===== src/rtl/cdb_arbiter.sv =====
// rtl/cdb_arbiter.sv - per-FU result holding slots with round-robin CDB broadcast and branch squash
module cdb_arbiter #(
   parameter int NUM_FU = 6,
   parameter int TAG_W  = 5,
   parameter int XLEN   = 32
) (
   input  logic                        clock,
   input  logic                        reset,
   input  logic [NUM_FU:0]             fu_valid,
   input  logic [(NUM_FU+1)*TAG_W-1:0] fu_rob_tag,
   input  logic [(NUM_FU+1)*XLEN-1:0]  fu_value,
   output logic [NUM_FU:0]             fu_ready,
   input  logic                        squash,
   input  logic [TAG_W-1:0]            branch_rob_tag,
   input  logic [TAG_W-1:0]            rob_tail_tag,
   output logic                        cdb_valid,
   output logic [TAG_W-1:0]            cdb_rob_tag,
   output logic [XLEN-1:0]             cdb_value,
   output logic [NUM_FU:0]             fu_done
);

   localparam int PTR_W = $clog2(NUM_FU + 2);

   // Tag 0 means "no tag" and is never squashed; otherwise young spans (branch, tail] modulo wrap.
   function automatic logic is_young(input logic [TAG_W-1:0] t,
                                     input logic [TAG_W-1:0] br,
                                     input logic [TAG_W-1:0] tail);
      logic y;
      if (t == '0)
         y = 1'b0;
      else if (br <= tail)
         y = (t > br) && (t <= tail);
      else
         y = (t > br) || (t <= tail);
      return y;
   endfunction

   logic [NUM_FU:1]  slot_valid;
   logic [TAG_W-1:0] slot_tag   [1:NUM_FU];
   logic [XLEN-1:0]  slot_value [1:NUM_FU];
   logic [PTR_W-1:0] rr_ptr;

   logic [NUM_FU:1]  slot_young;
   logic [NUM_FU:1]  in_young;
   logic [NUM_FU:1]  eligible;
   logic [NUM_FU:1]  capture;
   logic [NUM_FU:0]  grant;
   logic             grant_hit;
   logic [PTR_W-1:0] grant_idx;
   logic [TAG_W-1:0] grant_tag;
   logic [XLEN-1:0]  grant_value;
   logic             unused_bit0;

   assign unused_bit0 = ^{fu_valid[0], fu_rob_tag[TAG_W-1:0], fu_value[XLEN-1:0]};

   always_comb begin
      slot_young = '0;
      in_young   = '0;
      eligible   = '0;
      for (int i = 1; i <= NUM_FU; i++) begin
         slot_young[i] = squash && is_young(slot_tag[i], branch_rob_tag, rob_tail_tag);
         in_young[i]   = squash && is_young(fu_rob_tag[i*TAG_W +: TAG_W], branch_rob_tag, rob_tail_tag);
         eligible[i]   = slot_valid[i] && !slot_young[i];
      end
   end

   // Two passes: slots at or above rr_ptr first, then the wrapped-around low slots.
   always_comb begin
      grant       = '0;
      grant_hit   = 1'b0;
      grant_idx   = '0;
      grant_tag   = '0;
      grant_value = '0;
      for (int j = 1; j <= NUM_FU; j++) begin
         if (!grant_hit && eligible[j] && (PTR_W'(j) >= rr_ptr)) begin
            grant_hit   = 1'b1;
            grant[j]    = 1'b1;
            grant_idx   = PTR_W'(j);
            grant_tag   = slot_tag[j];
            grant_value = slot_value[j];
         end
      end
      for (int j = 1; j <= NUM_FU; j++) begin
         if (!grant_hit && eligible[j]) begin
            grant_hit   = 1'b1;
            grant[j]    = 1'b1;
            grant_idx   = PTR_W'(j);
            grant_tag   = slot_tag[j];
            grant_value = slot_value[j];
         end
      end
   end

   always_comb begin
      fu_ready = '0;
      capture  = '0;
      for (int i = 1; i <= NUM_FU; i++) begin
         fu_ready[i] = !slot_valid[i] || grant[i] || slot_young[i];
         capture[i]  = fu_valid[i] && fu_ready[i] && !in_young[i];
      end
   end

   always_ff @(posedge clock or posedge reset) begin
      if (reset) begin
         slot_valid <= '0;
         for (int i = 1; i <= NUM_FU; i++) begin
            slot_tag[i]   <= '0;
            slot_value[i] <= '0;
         end
      end else begin
         for (int i = 1; i <= NUM_FU; i++) begin
            if (capture[i]) begin
               slot_valid[i] <= 1'b1;
               slot_tag[i]   <= fu_rob_tag[i*TAG_W +: TAG_W];
               slot_value[i] <= fu_value[i*XLEN +: XLEN];
            end else if (grant[i] || slot_young[i]) begin
               slot_valid[i] <= 1'b0;
            end
         end
      end
   end

   always_ff @(posedge clock or posedge reset) begin
      if (reset) begin
         rr_ptr      <= PTR_W'(1);
         cdb_valid   <= 1'b0;
         cdb_rob_tag <= '0;
         cdb_value   <= '0;
         fu_done     <= '0;
      end else if (grant_hit) begin
         rr_ptr      <= (grant_idx == PTR_W'(NUM_FU)) ? PTR_W'(1) : grant_idx + 1'b1;
         cdb_valid   <= 1'b1;
         cdb_rob_tag <= grant_tag;
         cdb_value   <= grant_value;
         fu_done     <= grant;
      end else begin
         cdb_valid   <= 1'b0;
         cdb_rob_tag <= '0;
         cdb_value   <= '0;
         fu_done     <= '0;
      end
   end

endmodule


===== config.mk =====
export PLATFORM = sky130hd
export DESIGN_NAME = cdb_arbiter
export DESIGN_NICKNAME = d
export VERILOG_FILES = /design/src/rtl/cdb_arbiter.sv
export SDC_FILE = /design/constraint.sdc
export NUM_CORES = 1
export LEC_CHECK = 0
export BUFFER_PORTS_ARGS = -buffer_cell sky130_fd_sc_hd__buf_2
export CORE_UTILIZATION = 56
export CTS_BUF_LIST = sky130_fd_sc_hd__clkbuf_16
export DETAILED_ROUTE_END_ITERATION = 12
export PLACE_DENSITY_LB_ADDON = 0.12
export SLEW_MARGIN = 20
export SYNTH_ARGS = -nofsm -noshare
export SYNTH_HDL_FRONTEND = slang
export SYNTH_SLANG_ARGS = --single-unit

===== constraint.sdc =====
create_clock -name clock -period 10.78 [get_ports clock]
set_clock_uncertainty 0.05 [all_clocks]
set_input_delay 0.539 -clock clock [delete_from_list [all_inputs] [get_ports clock]]
set_output_delay 0.539 -clock clock [all_outputs]
set_load 0.01 [all_outputs]

* Word-level counts from Yosys, hierarchy flattened
Index checks and enable logic that the tools add are counted.
** Storage, ports and cells
- Output and inout bits :: 52
- Bits in registers :: 276
- Input bits :: 279
** Cells by class
- Multiplexer cells :: 100
- $add $sub $neg :: 1
- Equality and inequality tests :: 1
- Reductions and logical operators :: 136
- Magnitude comparators :: 31
** Operators with widths (number)
- 32-bit two-way mux :: 13
- 5-bit <= comparator :: 13
- 5-bit two-way mux :: 13
- 1-bit two-way mux :: 61
- 5-bit > comparator :: 12
- 5-bit logical NOT :: 12
- 1-bit logical AND :: 59
- 3-bit two-way mux :: 12
- 1-bit logical OR :: 30
- 1-bit logical NOT :: 29
- 2-bit nonzero test :: 6
- 3-bit >= comparator, first input constant :: 3
- 7-bit two-way mux :: 1
- 2-bit by 3-bit >= comparator with 1-bit output, first input constant :: 2
- 3-bit by 1-bit adder with 3-bit output, second input constant :: 1
- 3-bit equality test, second input constant :: 1
- 1-bit by 3-bit >= comparator with 1-bit output, first input constant :: 1

* Logic depth before layout (Yosys ltp)
Gate-level depths: netlist of the first run.
- Depth in word-level cells :: 52
- Gate-level depth with buffers :: 17
- Mapped depth without buffers :: 12

* Worst setup path after synthesis of the first run
OpenSTA, ideal clock, no wires.
- Path kind :: input port to flip-flop
- Start point :: input branch_rob_tag[3]
- End point :: register slot_value[44] in the netlist's numbering
- Stages :: 16
- Path buffers :: 4
- Arrival :: 3.759 ns
- Setup slack :: 6.846 ns
- Data required time :: 10.605 ns
- Path through :: inv_1 > ha_1 > and3_1 > and3_1 > a31oi_2 > a211oi_1 > nor2_1 > and4_1 > buf_6 > buf_2 > nand2_1 > nand3_1 > o211a_1 > buf_2 > buf_6 > mux2_2
** On the way
- Cells in the longest elaborated chain, start to end :: 48
- Elaborated cells between the ends (all ways) :: 98
- Those cells by class :: order compare: 8; mux: 26; reduce/logical: 64
** RTL lines
- from (decl) :: RTL line 14 : input logic [TAG_W-1:0] branch_rob_tag,
- 5-bit > comparator :: RTL line 32, 34
- 1-bit logical OR or 1-bit logical AND (tied branches) :: RTL line 34, 32
- 1-bit two-way mux :: RTL line 31 : else if (br <= tail)
- 1-bit two-way mux :: RTL line 29 : if (t == '0)
- 1-bit logical AND :: RTL line 61 : slot_young[i] = squash && is_young(slot_tag[i], branch_rob_tag, rob_tail_tag);
- 1-bit logical NOT :: RTL line 63 : eligible[i] = slot_valid[i] && !slot_young[i];
- 1-bit logical AND :: RTL line 63
- 1-bit logical AND :: RTL line 75 : if (!grant_hit && eligible[j] && (PTR_W'(j) >= rr_ptr)) begin
- [32 not listed]
- 1-bit two-way mux :: RTL line 84 : if (!grant_hit && eligible[j]) begin
- 1-bit logical NOT :: RTL line 84
- 1-bit logical AND :: RTL line 84
- 1-bit two-way mux :: RTL line 84
- 1-bit logical OR :: RTL line 98 : fu_ready[i] = !slot_valid[i] || grant[i] || slot_young[i];
- 1-bit logical OR * :: RTL line 98
- via fu_ready[5] :: RTL line 12 : output logic [NUM_FU:0] fu_ready,
- 1-bit logical AND * (2 in a row) :: RTL line 99 : capture[i] = fu_valid[i] && fu_ready[i] && !in_young[i];
- to (signal, indexed assignment) :: RTL line 115 : slot_value[i] <= fu_value[i*XLEN +: XLEN];
- to (decl) :: RTL line 40 : logic [XLEN-1:0] slot_value [1:NUM_FU];
The timed path passes the listed nets; every way through them passes the cells marked *.
A chain may end at the register's enable or synchronous reset.

* Final worst setup path of the first run
- Start point :: input branch_rob_tag[4]
- End point :: register slot_value[14] in the netlist's numbering
** On the way
- Cells in the longest elaborated chain, start to end :: 51
- Elaborated cells between the ends (all ways) :: 101
- Those cells by class :: order compare: 8; mux: 27; reduce/logical: 66
** RTL lines (RTL line)
- 5-bit > comparator :: 32, 34
- 1-bit logical OR or 1-bit logical AND (tied branches) :: 34, 32
- 1-bit two-way mux :: 31
- 1-bit two-way mux :: 29
- 1-bit logical AND :: 61
- 1-bit logical NOT :: 63
- 1-bit logical AND :: 63
- 1-bit logical AND :: 75
- [34 not listed]
- 1-bit logical AND :: 84
- 1-bit two-way mux :: 84
- 1-bit logical NOT :: 84
- 1-bit logical AND :: 84
- 1-bit two-way mux :: 84
- 1-bit logical OR (2 in a row) :: 98
- 1-bit logical AND :: 99
- 1-bit logical AND * :: 99
Every way passes the cells marked *; elsewhere a longest branch is shown, timed or not.

==> results of run 1 <==
[per-layer routing]
metal,share of wire,vias to the layer above
li1,-,6344
met1,0.40,7073
met2,0.45,866
met3,0.097,204
met4,0.049,2
met5,0.00024,-
[critical path, delay by kind of cell]
kind | cells | cell delay [ns]
compound gates | 2 | 0.41
mux | 1 | 0.40
buf+inv | 3 | 1.14
simple gates | 7 | 3.32
fa+ha+maj | 1 | 0.37
[layout by cell type (no fill, tap or decap), drive strengths merged, types with 10 or more instances in the layout]
cell type  instances
buf              315
dfrtp            274
mux2             216
ha               125
o21ai             99
nand2             83
a21oi             61
nand3             60
a22oi             59
nor2              49
inv               40
clkbuf            30
nor2b             27
o22ai             24
a221oi            23
and3              20
a22o              20
o21a              18
nand2b            17
nand4             15
a31oi             13
clkinv            13
or4               12
o31ai             12
o221ai            11
mux2i             10
o211ai            10
[state kept, by name (all words and copies together) (netlist names)]
register / flops
slot_valid: 6
cdb_rob_tag: 5
fu_done: 6
rr_ptr: 3
cdb_value: 32
cdb_valid: 1
slot_tag: 30
slot_value: 192
[kinds of logic (layout without fill, tap and decap cells)]
logic type	count (synthesis)	count (layout)	share of synthesized area
simple gates	319	319	0.103
buf+inv	118	404	0.0355
mux	226	226	0.160
compound gates	439	439	0.186
other cells	1	10	0.000227
fa+ha+maj	134	134	0.100
flops	275	275	0.416
[report_power, final]
group          switching [mW]  total, mW  internal, mW  leakage [nW]
registers               0.496       2.09          1.60          3.24
logic                    1.98       3.56          1.58          4.94
clock network           0.434       1.06         0.625         0.504
[synth_stat cells, types with 17 or more instances]
library cell	count
a21oi_1	61
a221oi_1	23
a22o_1	20
a22oi_1	59
and3_1	20
buf_2	17
clkbuf_1	35
dfrtp_1	274
ha_1	125
inv_1	36
mux2_2	183
mux2_4	29
nand2_1	82
nand2b_1	17
nand3_1	57
nor2_1	49
nor2b_1	27
o21a_1	17
o21ai_0	93
o22ai_1	24
[layout make-up]
class,instances,area share
clock inverter,23,0.0132
tap,384,0.0248
timing repair buffer,315,0.0847
sequential,275,0.356
inverter,36,0.00737
multi-input combinational,1120,0.474
clock buffer,30,0.0388
antenna,8,0.00103
[worst paths after layout]
check / startpoint / endpoint / slack, ns / depth (start not counted)
min in group clock: fu_value[171] / slot_value[43] / 0.14 / 2
max: branch_rob_tag[4] / slot_value[14] / 4.94 / 14
min reg2reg: slot_value[27] / slot_value[27] / 0.46 / 1
max reg2reg: slot_tag[27] / slot_value[14] / 5.10 / 12
min: reset / slot_value[187] / 0.01 / 2
max in group asynchronous: reset / slot_valid[6] / 8.61 / 4
==> impl_metrics.py, run 1 <==
metrics = {
    "sta": {
        "max-slew-margin-rel": 0.251,
        "fin_crit_ns": 5.84,
        "final.setup.tns_ns": 0,
        "fmax_ghz": 0.171,
        "finalSetupViolations": 0,
        "layout_setup_ws_ns": 4.94,
        "rsz0062_at_grt": "no",
        "finalCritPeriodShare": 0.542,
        "final_max_slew_viol_count": 0,
        "hold_viol": 0,
        "whs_ns": 0.0117,
        "worst_pin_slew_ns": 1.12,
    },
    "logic_synthesis": {
        "async_flop_share": 1.00,
        "ys_top_cells_by_area": "dfrtp_1 (41%), mux2_2 (12%), ha_1 (9.4%)",
        "syn_avg_cell_area_um2": 10.9,
        "synth_top_area_cell": "dfrtp_1",
        "synth_seq_cells": 275,
        "ys_types": 85,
        "synth_top_area_share": 0.414,
        "synth_edf_count": 0,
        "ys_seq_area_frac": 0.416,
        "yosys_warnings": 0,
        "ys.flop_type": "dfrtp_1",
        "netlist_instances": 1512,
        "synthesis.area_um2": 16600,
    },
    "routing": {
        "dr.pass1.iters": 11,
        "drc": 1,
        "drt-total-wl_um": 54500,
        "avgViaCountPerCell": 6.61,
        "drt_first_iter_violations": 1544,
        "postRouteAntennaNets": 0,
        "drt-wirelength-per-cell_um": 24.9,
        "num_vias": 14500,
    },
    "grt": {
        "overflow": 0,
        "use_met3": 0.0665,
        "track_usage": 0.357,
        "grt_max_degree": 103,
        "grt_use_met1": 0.476,
        "grt_pass1_wl_um": 83300,
        "grt_pass1_vias": 14600,
        "grt-busiest-layer": "met2",
        "grtUsageMet2": 0.564,
        "antenna_found_initial": 9,
    },
    "critical_path": {
        "path_class": "in2reg",
        "crit_arrival_ns": 6.24,
        "crit_path_start_kind": "primary input",
        "worstPathCellList": "buf_2 -> inv_1 -> ha_1 -> and3_1 -> and3_1 -> a31oi_2 -> a211oi_1 -> or2_2 -> nor3_1 -> nand2_1 -> nand3_1 -> nor2b_4 -> buf_4 -> mux2_2",
        "critical_path.most_common_cell": "and3_1",
        "slowest_delay_ns": 0.84,
        "end_kind": "flop",
        "slowest_stage": "nor3_1",
        "cp_max_fo": 25,
        "critPathRequiredTime_ns": 11.18,
    },
    "placement": {
        "finalWeightedCongestion": 0.961,
        "hpwlAfterDp_um": 36500,
        "place_inst": 2130,
        "numPortBuffers": 290,
        "dpl_worst_slack_ns": 4.55,
        "place_area_um2": 18300,
    },
    "cells_and_area": {
        "fillers": 2364,
        "final_util": 0.670,
        "fin_nets": 2182,
        "fin_cells": 2191,
        "stdcell_area_um2": 19300,
        "drive_above_1_share": 0.346,
        "multi_input_area_um2": 9170,
        "synthToLayoutAreaGrowth_pct": 16.8,
        "regArea_um2": 6880,
    },
    "clock_network": {
        "numCtsBuffers": 30,
        "cts_tree": "built",
        "clk_latency_ns": 0.57,
        "hold_buffers": 0,
        "cts.clk_slew.worst_paths_ns": 0.07,
        "clock_path_buffers": 3,
        "root_buffer": "clkbuf_16",
        "cts_resized": 0,
        "h-tree-depth": 1,
        "cts.sinks": 275,
        "cts_setup_buffers": 0,
    },
    "pwr": {
        "power.leakage_nw": 8.68,
        "max-vdd-ir-drop_mv": 0.260,
        "p_total_mw": 6.71,
        "power_density_nw_per_um2": 347,
    },
    "min_path": {
        "hp-class": "in2async",
    },
    "die": {
        "core_um2": 28900,
        "die_y_um": 174,
        "dieArea_um2": 30300,
        "die_w_um": 174,
        "initial_core_util": 0.574,
        "pin_count": 331,
        "rows": 62,
    },
    "run_status": {
        "violations": "DRC",
        "status": "finished, violations left",
    },
    "job": {
        "max_cap_viol_count": 0,
    },
}
Power figures use the tool's default switching activity.
==> inputs of run 2 (changes only) <==
==> constraint.sdc (replaced) <==
create_clock -name clock -period 5.9 [get_ports clock]
set_clock_uncertainty 0.05 [all_clocks]
set_input_delay 0.295 -clock clock [delete_from_list [all_inputs] [get_ports clock]]
set_output_delay 0.295 -clock clock [all_outputs]
set_load 0.01 [all_outputs]
==> run 2 against run 1 <==
Compared with the run above: the run now ends clean; worst hold slack better by 0.0017 ns; sequential cell count did not move; core utilization increased by 8.4 points; sequential power increased by 85%; register-to-register slack got worse by 3.8 ns; largest cell class unchanged; largest power group unchanged; highest routed layer is now met4.
==> impl_metrics.py, run 2 (synthesized netlist as in run 1, its figures left out) <==
metrics = {
    "sta": {
        "finalSetupViolations": 0,
        "max-slew-margin-rel": 0.352,
        "finalCritPeriodShare": 0.808,
        "fmax_ghz": 0.210,
        "layout_setup_ws_ns": 1.14,
        "rsz0062_at_grt": "no",
        "worst_pin_slew_ns": 0.965,
        "hold_viol": 0,
        "fin_crit_ns": 4.76,
        "final_max_slew_viol_count": 0,
        "final.setup.tns_ns": 0,
    },
    "placement": {
        "hpwlAfterDp_um": 37200,
        "place_inst": 2155,
        "numPortBuffers": 290,
        "finalWeightedCongestion": 0.932,
        "dpl_worst_slack_ns": 0.959,
    },
    "job": {
        "max_cap_viol_count": 0,
    },
    "cells_and_area": {
        "final_cell_mix": "buf_2 (290), dfrtp_1 (274), dlygate4sd3_1 (215)",
        "synthToLayoutAreaGrowth_pct": 31.6,
        "fin_nets": 2422,
        "fillers": 1952,
        "drive_above_1_share": 0.318,
        "largest_reg_flops": 192,
        "fin_cells": 2428,
        "largestRegisters": "slot_value (192), cdb_value (32), slot_tag (30)",
        "largest_register": "slot_value",
        "final_util": 0.755,
        "final_common_cell": "buf_2",
    },
    "grt": {
        "grt_pass1_vias": 16600,
        "antenna_found_initial": 3,
        "grt_pass1_wl_um": 94000,
        "grt_max_degree": 81,
        "overflow": 0,
        "track_usage": 0.404,
    },
    "critical_path": {
        "path_class": "reg2out",
        "end_kind": "output pin",
        "crit_arrival_ns": 4.42,
        "cp_max_fo": 13,
        "crit_path_start_kind": "flop",
        "reg2reg_slack_ns": 1.28,
        "critPathRequiredTime_ns": 5.56,
    },
    "clock_network": {
        "cts.sinks": 275,
        "cts_tree": "built",
        "clk_latency_ns": 0.57,
        "cts_setup_buffers": 0,
        "root_buffer": "clkbuf_16",
        "clock_path_buffers": 3,
        "numCtsBuffers": 30,
        "cts.clk_slew.worst_paths_ns": 0.06,
        "h-tree-depth": 1,
    },
    "routing": {
        "num_vias": 16000,
        "dr.pass1.iters": 6,
        "drt-wirelength-per-cell_um": 25.2,
        "drt_first_iter_violations": 1543,
        "postRouteAntennaNets": 0,
        "drt-total-wl_um": 61200,
        "drc": 0,
        "avgViaCountPerCell": 6.59,
    },
    "pwr": {
        "p_total_mw": 12.7,
        "power.leakage_nw": 9.73,
        "power_density_nw_per_um2": 585,
        "max-vdd-ir-drop_mv": 0.515,
    },
    "die": {
        "die_w_um": 174,
        "dieArea_um2": 30300,
        "initial_core_util": 0.574,
        "die_y_um": 174,
        "core_um2": 28900,
        "pin_count": 331,
        "rows": 62,
    },
    "min_path": {
        "hp-class": "in2reg",
    },
    "run_status": {
        "status": "complete, no violations",
    },
}
run 2: final timing paths:
kind / start / endpoint / cells after the start
setup / recovery: slot_tag[23] / fu_ready[2] / 11
hold / removal: fu_rob_tag[21] / slot_tag[11] / 2
setup reg to reg: slot_tag[6] / slot_value[158] / 12
hold reg to reg: slot_value[59] / slot_value[59] / 1
max in group asynchronous: reset / slot_tag[1] / 4
min in group asynchronous: reset / slot_value[27] / 3
run 2: power by group:
part	leakage, nW	switching, mW	internal (mW)
Combinational	5.97	3.77	3.09
Sequential	3.24	0.948	2.91
Clock	0.519	0.814	1.21
run 2: worst max-delay path, cell delays in order (launching register included):
cell and delay, ns:
dfrtp_1 0.48, ha_1 0.33, and3_1 0.17, o21ai_1 0.09
a31o_2 0.22, o211ai_1 0.37, nand2_1 0.52, nor4b_4 0.71
o311ai_1 0.17, and4_1 0.34, or2_2 0.31, buf_2 0.14
run 2: layout make-up:
type | instances | area (um2) | share of cell area
repair buffers | 555 | 4060 | 0.186
diodes | 3 | 7.51 | 0.000345
well taps | 384 | 480 | 0.0221
clock inverters | 24 | 269 | 0.0124
inverters | 36 | 139 | 0.00638
multi-input cells | 1120 | 9170 | 0.421
flip-flops and latches | 275 | 6880 | 0.316
clock buffers | 31 | 776 | 0.0356
run 2: metrics by stage:
stage               cell area [um2]  hold WS, ns
global route                  21800       0.0108
detailed placement            18600        0.411
finish                        21800       0.0134
global placement              18600        0.405
CTS                           21800      0.00100
floorplan                     16600        0.380
run 2: layer usage:
layer / part of all wire / track usage / vias to the layer above
li1: - / - / 6829
met1: 0.37 / 0.509 / 7821
met2: 0.47 / 0.658 / 1078
met3: 0.10 / 0.0770 / 263
met4: 0.055 / 0.219 / 0
met5: 0 / 0 / -
run 2: timing repair:
action / in CTS / in global routing
endpoints found under the hold margin: 246 / 0
hold buffers: 215 / 0
endpoints found under the setup margin: 0 / 0
gates resized for setup: 0 / 0
==> inputs of run 3 (changes only) <==
--- a/config.mk
+++ b/config.mk
@@ -6,7 +6,7 @@
 export NUM_CORES = 1
 export LEC_CHECK = 0
 export BUFFER_PORTS_ARGS = -buffer_cell sky130_fd_sc_hd__buf_2
-export CORE_UTILIZATION = 56
+export CORE_UTILIZATION = 51
 export CTS_BUF_LIST = sky130_fd_sc_hd__clkbuf_16
 export DETAILED_ROUTE_END_ITERATION = 12
 export PLACE_DENSITY_LB_ADDON = 0.12
==> constraint.sdc (replaced) <==
create_clock -name clock -period 3.9 [get_ports clock]
set_clock_uncertainty 0.05 [all_clocks]
set_input_delay 0.195 -clock clock [delete_from_list [all_inputs] [get_ports clock]]
set_output_delay 0.195 -clock clock [all_outputs]
set_load 0.01 [all_outputs]
==> run 3 against run 2 <==
Compared with the run above: sequential cell count unchanged; via count grew 0.46%; non-clock buffer count grew 113; worst setup slack worse by 1.1 ns; first-iteration DRC count up 4.7%; cell count is 5.3% higher; wire length is 1.7% higher.
==> impl_metrics.py, run 3 (synthesized netlist as in run 1, its figures left out) <==
metrics = {
    "grt": {
        "grt_pass1_vias": 16500,
        "antenna_found_initial": 3,
        "grt_pass1_wl_um": 94000,
        "grt_max_degree": 113,
        "grt_use_met1": 0.480,
        "grtUsageMet2": 0.625,
        "grt-busiest-layer": "met2",
        "use_met3": 0.0599,
        "track_usage": 0.371,
        "overflow": 0,
    },
    "pwr": {
        "max-vdd-ir-drop_mv": 0.514,
        "switching_share": 0.427,
        "switching_power_mw": 8.65,
        "seq_power_share": 0.285,
        "p_clk_frac": 0.136,
        "p_comb_frac": 0.579,
        "power_density_nw_per_um2": 887,
        "p_int_mw": 11.6,
        "p_total_mw": 20.3,
        "power.leakage_nw": 10.3,
    },
    "run_status": {
        "status": "complete, no violations",
    },
    "clock_network": {
        "h-tree-depth": 1,
        "clock_path_buffers": 3,
        "cts.sinks": 275,
        "cts_tree": "built",
        "root_buffer": "clkbuf_16",
        "cts.clk_slew.worst_paths_ns": 0.06,
        "numCtsBuffers": 30,
        "clk_latency_ns": 0.57,
    },
    "critical_path": {
        "worstPathCellList": "ha_1 -> and3_1 -> a31oi_1 -> o31ai_1 -> maj3_2 -> o211a_1 -> nor2_1 -> buf_6 -> o311ai_2 -> and4_4 -> or2_2 -> buf_2",
        "cp_max_fo": 12,
        "crit_arrival_ns": 3.62,
        "slowest_delay_ns": 0.48,
        "critPathRequiredTime_ns": 3.65,
        "crit_path_start_kind": "flop",
        "slowest_stage": "dfrtp_1",
        "path_class": "reg2out",
        "end_kind": "output pin",
    },
    "sta": {
        "worst_pin_slew_ns": 0.767,
        "finalSetupViolations": 0,
        "fin_crit_ns": 3.87,
        "final_max_slew_viol_count": 0,
        "layout_setup_ws_ns": 0.0301,
        "fmax_ghz": 0.258,
        "final.setup.tns_ns": 0,
        "finalCritPeriodShare": 0.992,
        "max-slew-margin-rel": 0.487,
        "hold_viol": 0,
    },
    "placement": {
        "finalWeightedCongestion": 0.942,
        "hpwlAfterDp_um": 40900,
        "numPortBuffers": 290,
        "dpl_worst_slack_ns": -0.0463,
    },
    "routing": {
        "drt_first_iter_violations": 1616,
        "drt-wirelength-per-cell_um": 24.4,
        "drc": 0,
        "postRouteAntennaNets": 0,
        "drt-total-wl_um": 62300,
        "avgViaCountPerCell": 6.28,
        "dr.pass1.iters": 6,
        "num_vias": 16100,
    },
    "cells_and_area": {
        "largestRegisters": "slot_value (192), cdb_value (32), slot_tag (30)",
        "final_cell_mix": "buf_2 (290), dfrtp_1 (264), dlygate4sd3_1 (226)",
        "largest_register": "slot_value",
        "fillers": 2254,
        "synthToLayoutAreaGrowth_pct": 38.0,
        "drive_above_1_share": 0.359,
        "fin_nets": 2535,
        "final_common_cell": "buf_2",
        "largest_reg_flops": 192,
    },
    "die": {
        "die_w_um": 182,
        "dieArea_um2": 33200,
        "die_y_um": 182,
        "rows": 65,
        "pin_count": 331,
        "initial_core_util": 0.522,
        "core_um2": 31700,
    },
    "job": {
        "max_cap_viol_count": 0,
    },
    "min_path": {
        "hp-class": "in2reg",
    },
}
## run 3: power by group through the flow
stage               clock (mW)  combinational (mW)  sequential (mW)
floorplan                    0                6.98             5.37
global placement             0                10.5             5.68
detailed placement           0                10.7             5.72
CTS                       2.79                11.1             5.68
global route              2.89                12.5             5.91
finish                    2.76                11.7             5.78
## run 3: final cells by class
type	instances	area, um2	area share
diodes	2	5.00	0.000219
clock buffers	30	751	0.0329
clock inverters	24	186	0.00816
inverters	36	139	0.00608
multi-input cells	1120	9340	0.409
flip-flops and latches	275	6900	0.302
well taps	402	503	0.0220
repair buffers	668	5030	0.220
## run 3: path summary, 6_finish.rpt
kind | startpoint | end | slack, ns | cells past startpoint
setup reg to reg | slot_tag[13] | slot_value[158] | 0.11 | 13
hold reg to reg | slot_value[27] | slot_value[27] | 0.47 | 1
max in group asynchronous | reset | slot_tag[23] | 2.43 | 4
min in group asynchronous | reset | cdb_value[27] | 0.25 | 3
setup / recovery | slot_tag[7] | fu_ready[2] | 0.03 | 12
hold / removal | fu_valid[6] | slot_valid[6] | 0.04 | 3
## run 3: critical path, delay by kind of cell (launching register included)
kind                     cells  cell delay [ns]
buffers and inverters        2             0.32
AND/OR/NAND/NOR              4             0.81
adder cells (fa/ha/maj)      2             0.70
flip-flops                   1             0.48
AO/OA/AOI/OAI                4             0.74
## run 3: layer usage
layer / wire length, um / share of wire
met1: 25100 / 0.40
met4: 2190 / 0.035
met2: 29700 / 0.48
met3: 5240 / 0.084
met5: 16 / 0.00026
## run 3: per-stage QoR
stage / area, um2 / instances / utilization / hold slack (ns)
5_1_grt: 22800 / 2557 / 0.720 / 0.0562
2_1_floorplan: 16600 / 1513 / - / 0.280
3_5_place_dp: 19300 / 2254 / 0.608 / 0.324
6_report: 22800 / 2557 / 0.720 / 0.0435
3_3_place_gp: 19300 / 2254 / 0.608 / 0.310
4_1_cts: 22600 / 2544 / 0.714 / 0.0191
## run 3: repair_timing
item / 4_1_cts / 5_1_grt
gates resized for setup: 21 / 21
pin swaps: 8 / 14
hold buffers: 226 / 0
buffers inserted: 11 / 11
endpoints found under the hold margin: 254 / 0
endpoints found under the setup margin: 1 / 18
